$ cat src/rtl/pdp_core_preproc.sv
// PDP core input pre-processor.
// Picks the datapath source by flying mode and feeds the 1D pooling stage through a single
// output register.
//   - Off-line (reg2dp_flying_mode=1): 46-bit NaN-stage beats pass through unchanged.
//   - On-the-fly (reg2dp_flying_mode=0): int8 SDP elements are packed four per beat. Each beat
//     gets line/surface/split/cube end flags in info bits [45:32].
// Ports:
//   nvdla_core_clk, nvdla_core_rstn       clock, async active-low reset
//   reg2dp_*                              layer configuration (cube sizes are minus-1)
//   nan_preproc_pd/pvld/prdy              off-line input handshake
//   sdp2pdp_pd/valid/ready                on-the-fly input handshake
//   pre2cal1d_pd/pvld/prdy                output handshake
module pdp_core_preproc (
  input  logic        nvdla_core_clk,
  input  logic        nvdla_core_rstn,
  input  logic        reg2dp_flying_mode,
  input  logic        reg2dp_op_en,
  input  logic [12:0] reg2dp_cube_in_width,
  input  logic [12:0] reg2dp_cube_in_height,
  input  logic [12:0] reg2dp_cube_in_channel,
  input  logic [45:0] nan_preproc_pd,
  input  logic        nan_preproc_pvld,
  output logic        nan_preproc_prdy,
  input  logic [7:0]  sdp2pdp_pd,
  input  logic        sdp2pdp_valid,
  output logic        sdp2pdp_ready,
  output logic [45:0] pre2cal1d_pd,
  output logic        pre2cal1d_pvld,
  input  logic        pre2cal1d_prdy
);

  logic [45:0] out_pd_q, out_pd_d;
  logic        out_vld_q, out_vld_d;
  logic [1:0]  e_cnt_q, e_cnt_d;
  logic [12:0] w_cnt_q, w_cnt_d;
  logic [12:0] h_cnt_q, h_cnt_d;
  logic [10:0] s_cnt_q, s_cnt_d;
  logic [23:0] pack_q, pack_d;
  logic        op_en_q;

  logic        out_accept;
  logic        off_acc;
  logic        sdp_acc;
  logic        op_en_rise;
  logic        last_surf;
  logic        beat_done;
  logic        line_end;
  logic        surf_end;
  logic        cube_end;
  logic        sdp_load;
  logic [31:0] beat_data;
  logic [13:0] beat_info;

  // Ready depends only on output register state and prdy, never on an input valid.
  assign out_accept       = ~out_vld_q | pre2cal1d_prdy;
  assign nan_preproc_prdy = reg2dp_flying_mode & out_accept;
  assign sdp2pdp_ready    = ~reg2dp_flying_mode & out_accept;

  assign off_acc    = nan_preproc_pvld & nan_preproc_prdy;
  assign sdp_acc    = sdp2pdp_valid & sdp2pdp_ready;
  assign op_en_rise = reg2dp_op_en & ~op_en_q;

  // The last surface only carries channel[1:0]+1 elements; the rest of its beat is zero.
  assign last_surf = (s_cnt_q == reg2dp_cube_in_channel[12:2]);
  assign beat_done = last_surf ? (e_cnt_q == reg2dp_cube_in_channel[1:0]) : (e_cnt_q == 2'd3);
  assign line_end  = (w_cnt_q == reg2dp_cube_in_width);
  assign surf_end  = line_end & (h_cnt_q == reg2dp_cube_in_height);
  assign cube_end  = surf_end & last_surf;

  // A clear coinciding with an accept drops the element, so it must not load the output.
  assign sdp_load = sdp_acc & beat_done & ~op_en_rise;

  always_comb begin
    // Pack buffer slots above e_cnt are already zero, which gives the padding.
    beat_data = {8'h00, pack_q};
    beat_data[{e_cnt_q, 3'b000} +: 8] = sdp2pdp_pd;
    beat_info     = '0;
    beat_info[0]  = line_end;
    beat_info[1]  = surf_end;
    beat_info[9]  = cube_end;  // split_end
    beat_info[13] = cube_end;
  end

  always_comb begin
    out_pd_d  = out_pd_q;
    out_vld_d = out_vld_q;
    if (off_acc) begin
      out_pd_d  = nan_preproc_pd;
      out_vld_d = 1'b1;
    end else if (sdp_load) begin
      out_pd_d  = {beat_info, beat_data};
      out_vld_d = 1'b1;
    end else if (pre2cal1d_prdy) begin
      out_vld_d = 1'b0;
    end
  end

  always_comb begin
    e_cnt_d = e_cnt_q;
    w_cnt_d = w_cnt_q;
    h_cnt_d = h_cnt_q;
    s_cnt_d = s_cnt_q;
    pack_d  = pack_q;
    if (op_en_rise) begin
      e_cnt_d = '0;
      w_cnt_d = '0;
      h_cnt_d = '0;
      s_cnt_d = '0;
      pack_d  = '0;
    end else if (sdp_acc) begin
      if (beat_done) begin
        e_cnt_d = '0;
        pack_d  = '0;
        if (cube_end) begin
          w_cnt_d = '0;
          h_cnt_d = '0;
          s_cnt_d = '0;
        end else if (line_end) begin
          w_cnt_d = '0;
          if (surf_end) begin
            h_cnt_d = '0;
            s_cnt_d = s_cnt_q + 11'd1;
          end else begin
            h_cnt_d = h_cnt_q + 13'd1;
          end
        end else begin
          w_cnt_d = w_cnt_q + 13'd1;
        end
      end else begin
        e_cnt_d = e_cnt_q + 2'd1;
        case (e_cnt_q)
          2'd0:    pack_d[7:0]   = sdp2pdp_pd;
          2'd1:    pack_d[15:8]  = sdp2pdp_pd;
          2'd2:    pack_d[23:16] = sdp2pdp_pd;
          default: ;
        endcase
      end
    end
  end

  always_ff @(posedge nvdla_core_clk or negedge nvdla_core_rstn) begin
    if (!nvdla_core_rstn) begin
      out_pd_q  <= '0;
      out_vld_q <= 1'b0;
      e_cnt_q   <= '0;
      w_cnt_q   <= '0;
      h_cnt_q   <= '0;
      s_cnt_q   <= '0;
      pack_q    <= '0;
      op_en_q   <= 1'b0;
    end else begin
      out_pd_q  <= out_pd_d;
      out_vld_q <= out_vld_d;
      e_cnt_q   <= e_cnt_d;
      w_cnt_q   <= w_cnt_d;
      h_cnt_q   <= h_cnt_d;
      s_cnt_q   <= s_cnt_d;
      pack_q    <= pack_d;
      op_en_q   <= reg2dp_op_en;
    end
  end

  assign pre2cal1d_pd   = out_pd_q;
  assign pre2cal1d_pvld = out_vld_q;

endmodule

$ cat config.mk
export PLATFORM = sky130hd
export DESIGN_NAME = pdp_core_preproc
export DESIGN_NICKNAME = d
export VERILOG_FILES = /design/src/rtl/pdp_core_preproc.sv
export SDC_FILE = /design/constraint.sdc
export NUM_CORES = 1
export LEC_CHECK = 0
export CORE_MARGIN = 2
export CORE_UTILIZATION = 50
export DETAILED_ROUTE_END_ITERATION = 6
export PLACE_DENSITY = 0.77
export SKIP_CTS_REPAIR_TIMING = 1
export SLEW_MARGIN = 40
export SYNTH_ARGS = -nofsm -noshare
export SYNTH_HDL_FRONTEND = slang
export SYNTH_SLANG_ARGS = --single-unit
$ cat constraint.sdc
create_clock -name nvdla_core_clk -period 2.47 [get_ports nvdla_core_clk]
set_input_delay 0.3705 -clock nvdla_core_clk [delete_from_list [all_inputs] [get_ports nvdla_core_clk]]
set_output_delay 0.3705 -clock nvdla_core_clk [all_outputs]
set_load 0.01 [all_outputs]
**After elaboration in Yosys (flattened, before gate mapping)**

Index checks and enable logic that the tools add are counted.

- Equal/unequal tests: 7
- $lt $le $gt $ge: 0
- Multipliers: 0
- Reductions and logical operators: 16
- Divide/modulo/power cells: 0
- Muxes and demuxes: 33
- Shift operators: 2
- Bitwise logic cells: 14
- $add $sub $neg: 5

Operators with widths:

| kind | number |
|---|---|
| $mux 13 | 11 |
| $mux 46 | 2 |
| $mux 24 | 3 |
| $mux 11 | 6 |
| $bwmux 32 | 1 |
| $shift 8x7->32 const A | 1 |
| $shiftx 8x7->32 | 1 |
| $add 13x1->13 const B | 2 |
| $eq 13x13->1 | 2 |
| $mux 8 | 3 |
| $reduce_bool 3->1 | 6 |
| $add 11x1->11 const B | 1 |
| $eq 11x11->1 | 1 |
| $and 1x1->1 | 9 |
| $reduce_and 2->1 | 4 |
| $neg 5->7 | 1 |
| $mux 2 | 3 |
| $reduce_bool 2->1 | 3 |
| $eq 2x2->1 const B | 2 |
| $mux 1 | 4 |
| $not 1->1 | 4 |
| $reduce_and 4->1 | 1 |
| $reduce_and 3->1 | 1 |
| $add 2x1->2 const B | 1 |
| 4 further kinds | 4 |

- Memories kept: 0
- Bits in latches: 0
- Logic and storage cells: 87
- Bits in writable memories: 0
- Input bits: 100
- Memory bits (read-only): 0
- Flip-flop bits (word level): 111

**Longest topological paths before layout**

- Depth in word-level cells: 8
- Mapped depth: 9
- Gate-level depth less buffers: 7

**Worst setup path after synthesis**

Ideal clock, no wire load.

- Path kind: reg-to-reg
- From: register s_cnt_q[4]
- To: register w_cnt_q[4]
- Arrival: 2094 ps
- Period minus slack after synthesis: 2184 ps
- Setup slack: 286 ps
- Cell stages (with the launch flop): 8
- Required time: 2380 ps
- Library setup time: 90 ps
- Cells stage by stage: dfrtp_1 > xor2_1 > nor4_4 > o2111a_2 > a311oi_4 > or4_1 > buf_4 > o31ai_4

- Cells in the longest elaborated chain, start to end: 6

RTL lines:

| element | RTL line | text |
|---|---|---|
| start: declaration | 37 | `logic [10:0] s_cnt_q, s_cnt_d;` |
| start signal: assignment | 157 | `s_cnt_q <= s_cnt_d;` |
| $eq 11x11->1 (*) | 64 | `assign last_surf = (s_cnt_q == reg2dp_cube_in_channel[12:2]);` |
| $and 1x1->1 | 68 | `assign cube_end = surf_end & last_surf;` |
| $mux 13 | 114 | `if (cube_end) begin` |
| $mux 13 | 111 | `if (beat_done) begin` |
| $mux 13 | 110 | `end else if (sdp_acc) begin` |
| $mux 13 | 104 | `if (op_en_rise) begin` |
| end signal: assignment | 155 | `w_cnt_q <= w_cnt_d;` |
| end: declaration | 35 | `logic [12:0] w_cnt_q, w_cnt_d;` |

Every way passes the cells marked *; elsewhere a longest branch is shown, timed or not. The select of a mux whose other input is x is not followed.
A chain may end at the register's enable or synchronous reset.

**Worst setup path after layout**

- From: register s_cnt_q[9]
- To: register out_pd_q[32] (netlist: pre2cal1d_pd[32])

- Cells in the longest elaborated chain, start to end: 5

RTL lines:

| element | RTL line | text |
|---|---|---|
| $eq 11x11->1 | 64 |  |
| $mux 1 | 65 | `assign beat_done = last_surf ? (e_cnt_q == reg2dp_cube_in_channel[1:0]) : (e_cnt_q == 2'd3);` |
| $and 1x1->1 (2 in a row) | 71 | `assign sdp_load = sdp_acc & beat_done & ~op_en_rise;` |
| $reduce_bool 2->1 (no source line) | - |  |
| end signal: assignment | 152 | `out_pd_q <= out_pd_d;` |
| end: declaration | 32 | `logic [45:0] out_pd_q, out_pd_d;` |

Every way passes these cells.

==> out/qor.yml <==
status: "completed"
irDropWorstVdd_uv: 278
ys_types: 57
drv_slew: 0
layout_commonest_cell: "clkdlybuf4s50_1"
synth-edff-count: 0
fin_nets: 901
postSynth.asyncResetShare: 1.00
end_kind: "flop"
cp_slowest_cell: "dfrtp_1"
met3_usage: 0.0392
hp-class: "in -> async"
die_w_um: 114
yosys_warnings: 0
wl_um: 17600
tightest_slew_ns: 0.743
ios: 149
vias: 5846
die_area_um2: 13000
crit_chain: "xor2_1 > nor4_4 > nand4_1 > buf_4 > a22oi_2 > buf_4 > nor2_1 > a221o_1"
grt.met1_usage: 0.366
cp.required_ns: 2.71
r2r_cells: 8
nFillCells: 925
hold_violations: 0
antenna_found_initial: 0
synth_area_per_cell_um2: 9.90
clkTransAtPathRegs_ns: 0.08
fin_setup_tns_ns: 0
power.total_mw: 5.14
areaGrowthSynthToFinish_pct: 38.6
core-area_um2: 11900
layout.cells.non_filler: 945
rsz0062_at_grt: "true"
synth_ff_type: "dfrtp_1"
grt-busiest-layer: "met2"
start_util: 0.509
slew_headroom: 0.505
finish.utilization: 0.705
dp_cells: 926
multi_input_area_um2: 3000
power_density_nw_per_um2: 612
yosysSeqAreaShare: 0.459
grt.total_usage: 0.270
crit_family: "simple AND/OR/NAND/NOR gates"
ys_seq_elements: 111
synth_nets: 720
dp_hpwl_um: 12700
synth_cells: 612
drtIter0Drc: 452
cts_made_buffers: 9
grt_pass1_vias: 5663
critPathLaunchType: "flop"
drc: 0
regArea_um2: 2780
row_count: 40
numClockSinks: 111
place_congestion: 0.881
slowest_delay_ns: 0.45
post-route-period-util: 0.974
worst_path_most_repeated_cell: "buf_4"
setup_viol: 0
min_period_ns: 2.40
port_buffers: 148
worst_clock_skew_ns: 0.0113
clkLatencyLatePin_ns: 0.36
root_buffer: "clkbuf_16"
grtUsageMet2: 0.449
drt_pass1_iterations: 5
leakage_nw: 3.53
htreeDepth: 3
avgViaCountPerCell: 6.19
gr-total-overflow: 0
crit_buf_inv: 2
cts_tree: "yes"
cp.depth: 8
path_class: "reg -> reg"
grt_max_degree: 64
final_cell_mix: "clkdlybuf4s50_1, dfrtp_1, buf_4"
grt_pass1_wl_um: 28100
drive_above_1_share: 0.123
cp.arrival_ns: 2.64
fmax_ghz: 0.416
post_drt_wl_per_cell_um: 18.6
die_h_um: 114
clockBufferDepth: 2
maxCapViolations: 0
num_antenna_cells: 0
path_max_fanout: 11
ant_nets: 0
syn-cell-area_um2: 6060
-- where the power goes --
group | total [mW] | switching, mW | internal [mW]
Clock | 1.51 | 0.708 | 0.803
Combinational | 1.37 | 0.619 | 0.747
Sequential | 2.26 | 0.198 | 2.06
-- worst paths after layout --
kind	startpoint	to	slack (ns)
min in group nvdla_core_clk	pack_q[5]$_DFFE_PN0P_	pack_q[5]$_DFFE_PN0P_	0.50
worst max register to register	s_cnt_q[9]$_DFFE_PN0P_	pre2cal1d_pd[32]$_DFFE_PN0P_	0.07
max in group asynchronous	nvdla_core_rstn	pack_q[8]$_DFFE_PN0P_	1.30
worst min-delay path	nvdla_core_rstn	pre2cal1d_pd[27]$_DFFE_PN0P_	0.50
worst min register to register	pack_q[5]$_DFFE_PN0P_	pack_q[5]$_DFFE_PN0P_	0.50
worst max-delay path	s_cnt_q[9]$_DFFE_PN0P_	pre2cal1d_pd[32]$_DFFE_PN0P_	0.07
-- Yosys cell counts (all sizes together), types with 14 or more instances --
cell type | n | area [µm²]
a221o | 25 | 250
a22o | 27 | 236
a22oi | 15 | 118
and3 | 20 | 125
buf | 16 | 82.6
clkbuf | 23 | 86.3
dfrtp | 111 | 2780
inv | 37 | 139
nand2 | 53 | 199
nand3 | 29 | 145
nand4 | 14 | 87.6
nor2 | 32 | 123
o21ai | 18 | 90.1
xnor2 | 16 | 140
xor2 | 22 | 193
-- flip-flops by register name, indices dropped and copies added (netlist names) --
name / flops
e_cnt_q: 2
h_cnt_q: 13
op_en_q: 1
pack_q: 24
pre2cal1d_pd: 46
pre2cal1d_pvld: 1
s_cnt_q: 11
w_cnt_q: 13
-- metrics by stage --
stage	hold WS [ns]	worst slack (ns)	instance area [µm²]
floorplan	0.0749	0.286	6060
global placement	0.322	-0.265	8030
detailed placement	0.322	-0.334	8030
CTS	-0.0585	0.00128	8330
global route	0.525	-0.00501	8400
finish	0.500	0.0650	8400
-- kinds of logic (layout without fill, tap and decap cells) --
logic type,count (synthesis),in the layout,synth area share
muxes,5,5,0.00847
AOI/OAI and AO/OA,184,184,0.247
xor gates and xnor gates,38,38,0.0549
DFF,111,111,0.459
and+or+nand+nor,188,188,0.162
buffers and inverters,78,264,0.0521
adders and majority gates,8,8,0.0165
-- area by class of cell --
| cell class | instances | area share |
|---|---|---|
| multi-input cells | 423 | 0.357 |
| flip-flops and latches | 111 | 0.331 |
| repair buffers | 209 | 0.236 |
| clock buffers | 10 | 0.0273 |
| well taps | 147 | 0.0219 |
| inverters | 39 | 0.0174 |
| clock inverters | 6 | 0.00879 |
-- layer usage --
metal | vias up | wire length (µm)
met4 | 0 | 286
met3 | 21 | 1180
met5 | - | 0
met1 | 2884 | 7600
met2 | 262 | 8530
li1 | 2679 | -
No activity file was read; power rests on OpenSTA's default activity.
